<file path="src/rtl/dcache_pkg.sv">
// Shared types for the Dcache memory bridge: bus size codes, FSM encodings, store-buffer entry.
// Pure declarations; no latency or backpressure of its own.
package dcache_pkg;

  localparam int OFFSET_W_DEF = 2;
  localparam int LINE_WORDS   = 1 << OFFSET_W_DEF;

  typedef enum logic [1:0] {
    MEM_BYTE = 2'd0,
    MEM_HALF = 2'd1,
    MEM_WORD = 2'd2
  } mem_size_t;

  typedef enum logic [1:0] {
    W_IDLE = 2'd0,
    W_REQ  = 2'd1,
    W_RESP = 2'd2
  } w_state_t;

  typedef enum logic [1:0] {
    R_IDLE = 2'd0,
    R_REQ  = 2'd1,
    R_DATA = 2'd2,
    R_DONE = 2'd3
  } r_state_t;

  typedef struct packed {
    logic [31:0] addr;
    mem_size_t   size;
    logic [3:0]  wstrb;
    logic [31:0] wdata;
  } wb_entry_t;

  // Line-aligned byte address for a line of 2**offset_w 32-bit words.
  function automatic logic [31:0] line_base(input logic [31:0] addr, input int offset_w);
    return addr & ~((32'd1 << (offset_w + 2)) - 32'd1);
  endfunction

endpackage

</file>
<file path="src/rtl/dcache_wb_fifo.sv">
// Generic synchronous FIFO with the head entry visible combinationally; push and pop in the same cycle leave count unchanged.
// Zero-latency head; push ignored when full, pop ignored when empty (caller gates with full/empty).
module dcache_wb_fifo #(
  parameter int WIDTH = 8,
  parameter int DEPTH = 4
) (
  input  logic                     clk,
  input  logic                     rstn,
  input  logic                     push,
  input  logic [WIDTH-1:0]         push_dat,
  input  logic                     pop,
  output logic [WIDTH-1:0]         head_dat,
  output logic                     full,
  output logic                     empty,
  output logic [$clog2(DEPTH):0]   count
);

  localparam int AW = $clog2(DEPTH);

  logic [WIDTH-1:0] mem [DEPTH];
  logic [AW-1:0]    wr_ptr;
  logic [AW-1:0]    rd_ptr;
  logic             push_ok;
  logic             pop_ok;

  assign full     = (count == (AW+1)'(DEPTH));
  assign empty    = (count == '0);
  assign push_ok  = push & ~full;
  assign pop_ok   = pop & ~empty;
  assign head_dat = mem[rd_ptr];

  // Storage carries no reset; validity is tracked by the pointers and count.
  always_ff @(posedge clk) begin
    if (push_ok) mem[wr_ptr] <= push_dat;
  end

  always_ff @(posedge clk) begin
    if (!rstn) begin
      wr_ptr <= '0;
      rd_ptr <= '0;
      count  <= '0;
    end else begin
      if (push_ok) wr_ptr <= wr_ptr + 1'b1;
      if (pop_ok)  rd_ptr <= rd_ptr + 1'b1;
      if (push_ok && !pop_ok)      count <= count + 1'b1;
      else if (!push_ok && pop_ok) count <= count - 1'b1;
    end
  end

endmodule

</file>
<file path="src/rtl/dcache_mem_bridge.sv">
// Bridges the Dcache request port to the shared memory bus: buffered write-through stores, line or single-word reads.
// Read latency = bus latency + 1 cycle; stores are held off (addrOK=0) when the buffer is full, reads until it has drained.
module dcache_mem_bridge
  import dcache_pkg::*;
#(
  parameter int WB_DEPTH = 4,
  parameter int OFFSET_W = OFFSET_W_DEF
) (
  input  logic                          clk,
  input  logic                          rstn,
  input  logic                          dcache_mem_req,
  input  logic                          dcache_mem_wr,
  input  logic [1:0]                    dcache_mem_size,
  input  logic [3:0]                    dcache_mem_wstrb,
  input  logic [31:0]                   dcache_mem_addr,
  input  logic [31:0]                   dcache_mem_wdata,
  input  logic                          dcache_mem_uc,
  output logic                          mem_dcache_addrOK,
  output logic                          mem_dcache_dataOK,
  output logic [32*(1<<OFFSET_W)-1:0]   mem_dcache_rdata,
  output logic                          mem_dcache_bvalid,
  output logic                          bus_req,
  output logic                          bus_wr,
  output logic [31:0]                   bus_addr,
  output logic [1:0]                    bus_size,
  output logic [3:0]                    bus_wstrb,
  output logic [31:0]                   bus_wdata,
  output logic [7:0]                    bus_len,
  input  logic                          bus_addr_ok,
  input  logic                          bus_rvalid,
  input  logic [31:0]                   bus_rdata,
  input  logic                          bus_rlast,
  input  logic                          bus_bvalid
);

  localparam int                NWORDS   = 1 << OFFSET_W;
  localparam int                CW       = $clog2(WB_DEPTH) + 1;
  localparam logic [OFFSET_W:0] NWORDS_C = (OFFSET_W+1)'(NWORDS);

  wb_entry_t             wb_push_dat;
  wb_entry_t             wb_head;
  logic                  wb_pop;
  logic                  wb_full;
  logic                  wb_empty;
  logic [CW-1:0]         wb_count;

  w_state_t              w_state, w_next;
  r_state_t              r_state, r_next;

  logic                  wr_accept;
  logic                  rd_accept;
  logic [31:0]           rd_addr;
  mem_size_t             rd_size;
  logic                  rd_uc;
  logic [OFFSET_W:0]     beat;
  logic [32*NWORDS-1:0]  rd_line;

  // Stores are accepted whenever there is room; reads only once every store has reached the bus.
  assign wr_accept = dcache_mem_req & dcache_mem_wr & ~wb_full;
  assign rd_accept = dcache_mem_req & ~dcache_mem_wr & (wb_count == '0)
                   & (w_state == W_IDLE) & (r_state == R_IDLE);

  assign mem_dcache_addrOK = wr_accept | rd_accept;
  assign mem_dcache_dataOK = (r_state == R_DONE);
  assign mem_dcache_rdata  = rd_line;
  assign mem_dcache_bvalid = (w_state == W_RESP) & bus_bvalid;

  assign wb_push_dat = '{addr:  dcache_mem_addr,
                         size:  mem_size_t'(dcache_mem_size),
                         wstrb: dcache_mem_wstrb,
                         wdata: dcache_mem_wdata};
  assign wb_pop      = (w_state == W_RESP) & bus_bvalid;

  dcache_wb_fifo #(
    .WIDTH ($bits(wb_entry_t)),
    .DEPTH (WB_DEPTH)
  ) u_wb_fifo (
    .clk      (clk),
    .rstn     (rstn),
    .push     (wr_accept),
    .push_dat (wb_push_dat),
    .pop      (wb_pop),
    .head_dat (wb_head),
    .full     (wb_full),
    .empty    (wb_empty),
    .count    (wb_count)
  );

  always_ff @(posedge clk) begin
    if (!rstn) begin
      w_state <= W_IDLE;
      r_state <= R_IDLE;
    end else begin
      w_state <= w_next;
      r_state <= r_next;
    end
  end

  // Drain starts only while the read side is idle, so one bus transaction is outstanding at most.
  always_comb begin
    w_next = w_state;
    case (w_state)
      W_IDLE:  if (!wb_empty && r_state == R_IDLE) w_next = W_REQ;
      W_REQ:   if (bus_addr_ok) w_next = W_RESP;
      W_RESP:  if (bus_bvalid)  w_next = W_IDLE;
      default: w_next = W_IDLE;
    endcase
  end

  always_comb begin
    r_next = r_state;
    case (r_state)
      R_IDLE:  if (rd_accept) r_next = R_REQ;
      R_REQ:   if (bus_addr_ok) r_next = R_DATA;
      R_DATA:  if (bus_rvalid && bus_rlast) r_next = R_DONE;
      R_DONE:  r_next = R_IDLE;
      default: r_next = R_IDLE;
    endcase
  end

  always_ff @(posedge clk) begin
    if (!rstn) begin
      rd_addr <= '0;
      rd_size <= MEM_WORD;
      rd_uc   <= 1'b0;
      beat    <= '0;
      rd_line <= '0;
    end else begin
      if (rd_accept) begin
        rd_addr <= dcache_mem_addr;
        rd_size <= mem_size_t'(dcache_mem_size);
        rd_uc   <= dcache_mem_uc;
      end
      if (r_state == R_REQ && bus_addr_ok) begin
        beat <= '0;
      end else if (r_state == R_DATA && bus_rvalid) begin
        beat <= beat + 1'b1;
      end
      // Beats past the end of the line are dropped rather than wrapping onto word 0.
      if (r_state == R_DATA && bus_rvalid && beat < NWORDS_C) begin
        if (rd_uc) rd_line <= {NWORDS{bus_rdata}};
        else       rd_line[32*int'(beat[OFFSET_W-1:0]) +: 32] <= bus_rdata;
      end
    end
  end

  always_comb begin
    bus_req   = 1'b0;
    bus_wr    = 1'b0;
    bus_addr  = '0;
    bus_size  = MEM_WORD;
    bus_wstrb = '0;
    bus_wdata = '0;
    bus_len   = '0;
    if (w_state == W_REQ) begin
      bus_req   = 1'b1;
      bus_wr    = 1'b1;
      bus_addr  = wb_head.addr;
      bus_size  = wb_head.size;
      bus_wstrb = wb_head.wstrb;
      bus_wdata = wb_head.wdata;
    end else if (r_state == R_REQ) begin
      bus_req  = 1'b1;
      bus_addr = rd_uc ? rd_addr : line_base(rd_addr, OFFSET_W);
      bus_size = rd_uc ? rd_size : MEM_WORD;
      bus_len  = rd_uc ? 8'd0 : 8'(NWORDS - 1);
    end
  end

endmodule

</file>
<file path="config.mk">
export PLATFORM = sky130hd
export DESIGN_NAME = dcache_mem_bridge
export DESIGN_NICKNAME = d
export VERILOG_FILES = /design/src/rtl/dcache_pkg.sv /design/src/rtl/dcache_wb_fifo.sv /design/src/rtl/dcache_mem_bridge.sv
export SDC_FILE = /design/constraint.sdc
export NUM_CORES = 1
export LEC_CHECK = 0
export CORE_ASPECT_RATIO = 0.9
export CORE_UTILIZATION = 55
export CTS_BUF_LIST = sky130_fd_sc_hd__clkbuf_8
export CTS_CLUSTER_SIZE = 28
export DETAILED_ROUTE_END_ITERATION = 10
export PLACE_DENSITY = 0.83
export SETUP_SLACK_MARGIN = 0.4
export SLEW_MARGIN = 10
export SYNTH_ARGS = -nofsm -noshare
export SYNTH_HDL_FRONTEND = slang
export SYNTH_HIERARCHICAL = 1
export SYNTH_SLANG_ARGS = --single-unit
</file>
<file path="constraint.sdc">
create_clock -name clk -period 5.12 [get_ports clk]
set_input_delay 1.28 -clock clk [delete_from_list [all_inputs] [get_ports clk]]
set_output_delay 1.28 -clock clk [all_outputs]
set_load 0.01 [all_outputs]
</file>
==> flow_metrics.env <==
export IMPL_grt_pass1_vias=11686
export IMPL_cts_path_max_buffers=3
export IMPL_endpoint="bus_addr[6]"
export IMPL_critPathMaxFanout=36
export IMPL_period_share_pct=83.90
export IMPL_synthMuxAreaShare_pct=9.322
export IMPL_crit_buf_inv=2
export IMPL_num_vias=11543
export IMPL_synth_top_cells_by_count="280 x edfxtp_1, 267 x nand2_1, 179 x dfxtp_1"
export IMPL_dr_pass1_iters=6
export IMPL_path_depth=5
export IMPL_htreeDepth=3
export IMPL_nets=1702
export IMPL_synthFlopType="edfxtp_1"
export IMPL_io_pins=322
export IMPL_finalHoldViolations=0
export IMPL_gp_congestion=0.7830
export IMPL_dieWidth_um=189.7
export IMPL_synth_warnings=6
export IMPL_critical_path_max_stage_delay_ns=0.84
export IMPL_pwr_share_seq_pct=50.4
export IMPL_ys_seq_area_share_pct=68.73
export IMPL_fmax_ghz=0.2328
export IMPL_crit_type="reg -> out"
export IMPL_wl_per_cell_um=20.83
export IMPL_cts_made_buffers=70
export IMPL_grt_max_degree=142
export IMPL_netlist_area_mm2=0.01745
export IMPL_grt_setup_unrepaired="false"
export IMPL_crit_arrival_ns=3.02
export IMPL_setup_tns_ns=0
export IMPL_initial_utilization_pct=56.17
export IMPL_total_power_uw=8237
export IMPL_switching_share_pct=25.20
export IMPL_fin_crit_ns=4.296
export IMPL_cts_clk_slew_worst_paths_ns=0.06
export IMPL_synth_cells=1256
export IMPL_pwr_share_clk_pct=36.0
export IMPL_syn_avg_cell_area_um2=13.89
export IMPL_yosys_area_share_simple_pct=10.58
export IMPL_path_delay_family="flip-flops"
export IMPL_synth_edf_count=280
export IMPL_synth_seq_cells=459
export IMPL_areaGrowthSynthToFinish_pct=27.62
export IMPL_path_cells="buf_12, mux4_2, nand2_1, nand2_1, clkdlybuf4s50_1"
export IMPL_synth_top_family_by_area="simple AND/OR/NAND/NOR gates"
export IMPL_cts_tree="yes"
export IMPL_hold_path_class="reg -> reg"
export IMPL_reg2reg_to="u_wb_fifo/count[2]"
export IMPL_vias_per_cell=5.653
export IMPL_setup_violations=0
export IMPL_intPower_uw=6161
export IMPL_status="completed"
export IMPL_place_hpwl_mm=26.69
export IMPL_synth_area_leaders="edfxtp_1 48%, dfxtp_1 21%, mux4_2 9.0%"
export IMPL_synth_most_common_cell="edfxtp_1"
export IMPL_synth_compound_area_share_pct=6.511
export IMPL_finalWirelength_mm=42.53
export IMPL_worstMarginPinSlew_ns=1.028
export IMPL_die_area_mm2=0.03244
export IMPL_slew_limit_headroom_pct=31.46
export IMPL_clock_latency_ns=0.58
export IMPL_skew_ns=0.02535
export IMPL_power_leakage_uw=0.007640
export IMPL_async_reset_ff_share_pct=0
export IMPL_ctsResizeCount=0
export IMPL_ant_nets=0
export IMPL_p_sw_uw=2075
export IMPL_maxSlewViolCount=0
export IMPL_synth_cell_types=45
export IMPL_drt_initial_drc_count=979
export IMPL_power_density_mw_per_mm2=369.9
export IMPL_route_detailed_drc=0
export IMPL_grt_use_total_pct=26.39
export IMPL_synth_top_cell_area_share_pct=48.19
export IMPL_critPathCaptureType="output port"
export IMPL_numClockSinks=459
export IMPL_synth_xor_area_share_pct=0.3012
export IMPL_worstReg2RegStart="u_wb_fifo/count[0]"
export IMPL_cts_setup_buffers=0
export IMPL_synth_adder_area_share_pct=1.119
export IMPL_ir_drop_v=0.0002246
export IMPL_placementRows=61
export IMPL_antenna_found_initial=2
export IMPL_critPathSlowestCell="dfxtp_4"
export IMPL_die_h_um=171.0
export IMPL_grt_overflow=0
export IMPL_io_buffers=315
export IMPL_final_layout_size_suffix_gt1_share_pct=12.99
export IMPL_reg2regPathDepth=9
export IMPL_maxCapViolCount=0
export IMPL_critical_path_startpoint_type="register"
export IMPL_ctsHoldBuffers=0
export IMPL_worstPathRequired_ns=3.84
export IMPL_crit_top_cell="nand2_1"
export IMPL_power_frac_comb_pct=13.7
export IMPL_regToRegSetupSlack_ns=2.30
export IMPL_synth_largest_area_cell="edfxtp_1"
export IMPL_core_mm2=0.03106
export IMPL_cts_root_buf="clkbuf_8"
export IMPL_grt_pass1_wl_mm=65.29
-- power groups by stage --
stage	Combinational [µW]	Clock (µW)	Sequential [µW]
after global routing	1210	3170	4160
after detailed placement	1130	0	4230
final	1130	2960	4150
after floorplan	566	0	4200
after global placement	1100	0	4210
after CTS	1130	3010	4150
-- worst register-to-register path, stage by stage, from the launching register on --
cell and delay, ns:
dfxtp_1 0.58, nor3b_2 0.13, nor2_1 0.11, nor2b_1 0.56, ha_1 0.30, inv_1 0.06, fa_1 0.38, xor2_1 0.16
or3_1 0.29, a21boi_0 0.16
-- logic make-up (layout without fill, tap and decap cells) --
| family | Yosys count | count (layout) |
|---|---|---|
| xor gates and xnor gates | 6 | 6 |
| DFF | 459 | 459 |
| buffers and inverters | 107 | 478 |
| other | 1 | 7 |
| AOI/OAI and AO/OA | 183 | 183 |
| and+or+nand+nor | 410 | 410 |
| muxes | 75 | 75 |
| adders and majority gates | 15 | 15 |
-- worst min-delay path by stage --
| stage | start | endpoint | slack (ns) | cells after the start |
|---|---|---|---|---|
| 6_report | mem_dcache_rdata[86] | mem_dcache_rdata[86] | 0.46 | 2 |
| 3_5_place_dp | mem_dcache_rdata[66] | mem_dcache_rdata[66] | 0.46 | 2 |
| 3_3_place_gp | mem_dcache_rdata[71] | mem_dcache_rdata[71] | 0.45 | 2 |
| 5_1_grt | mem_dcache_rdata[32] | mem_dcache_rdata[32] | 0.48 | 2 |
| 2_1_floorplan | rd_addr[10] | rd_addr[10] | 0.44 | 2 |
| 4_1_cts | mem_dcache_rdata[66] | mem_dcache_rdata[66] | 0.47 | 2 |
-- area by class of cell --
type | count | area [µm²]
multi-input combinational | 695 | 4893
tap | 409 | 511.7
clock inverter | 42 | 222.7
antenna | 1 | 2.502
clock buffer | 86 | 1184
sequential | 459 | 12000
inverter | 10 | 37.54
timing repair buffer | 340 | 3417
fill | 1974 | 8796
-- stage by stage --
stage	setup WS, ns	util [%]	cell area, µm²	instances	hold WS, ns
after detailed placement	0.9733	67.15	20860	1913	0.4576
after global routing	0.6235	71.68	22270	2041	0.4839
after global placement	1.036	67.15	20860	1913	0.4509
final	0.8243	71.68	22270	2042	0.4640
after floorplan	1.352	-	17470	1261	0.4435
after CTS	0.7220	71.68	22270	2041	0.4654
-- layout by cell type, fill, tap and decap left out, drive strengths merged, types with 5 or more instances in the layout --
cell and count:
inv 40, dfxtp 179, mux4 70, edfxtp 280, mux2i 5, conb 6
buf 26, o22ai 128, nand2 267, ha 14, clkinv 10, nor3 5
o21ai 40, clkbuf 86, and2 44, nor2 13, nand3 65, clkdlybuf4s50 314
a22o 5
-- sequential cells by signal (all words and copies together), names as in the netlist, named ones only --
name,cells
w_state,2
r_state,2
rd_addr,32
u_wb_fifo/rd_ptr,2
rd_uc,1
rd_size,2
u_wb_fifo/wr_ptr,2
beat,3
mem_dcache_rdata,128
u_wb_fifo/mem,280
u_wb_fifo/count,3
-- metal layers --
metal	up-vias	share of wire [%]	GRT usage [%]	routed length, µm
li1	5285	-	-	-
met5	-	0.019	0	8
met3	76	9.8	7.897	4156
met2	529	50	44.59	21180
met4	2	2.0	8.240	833
met1	5651	38	32.70	16350
(Power assumes the default switching activity.)
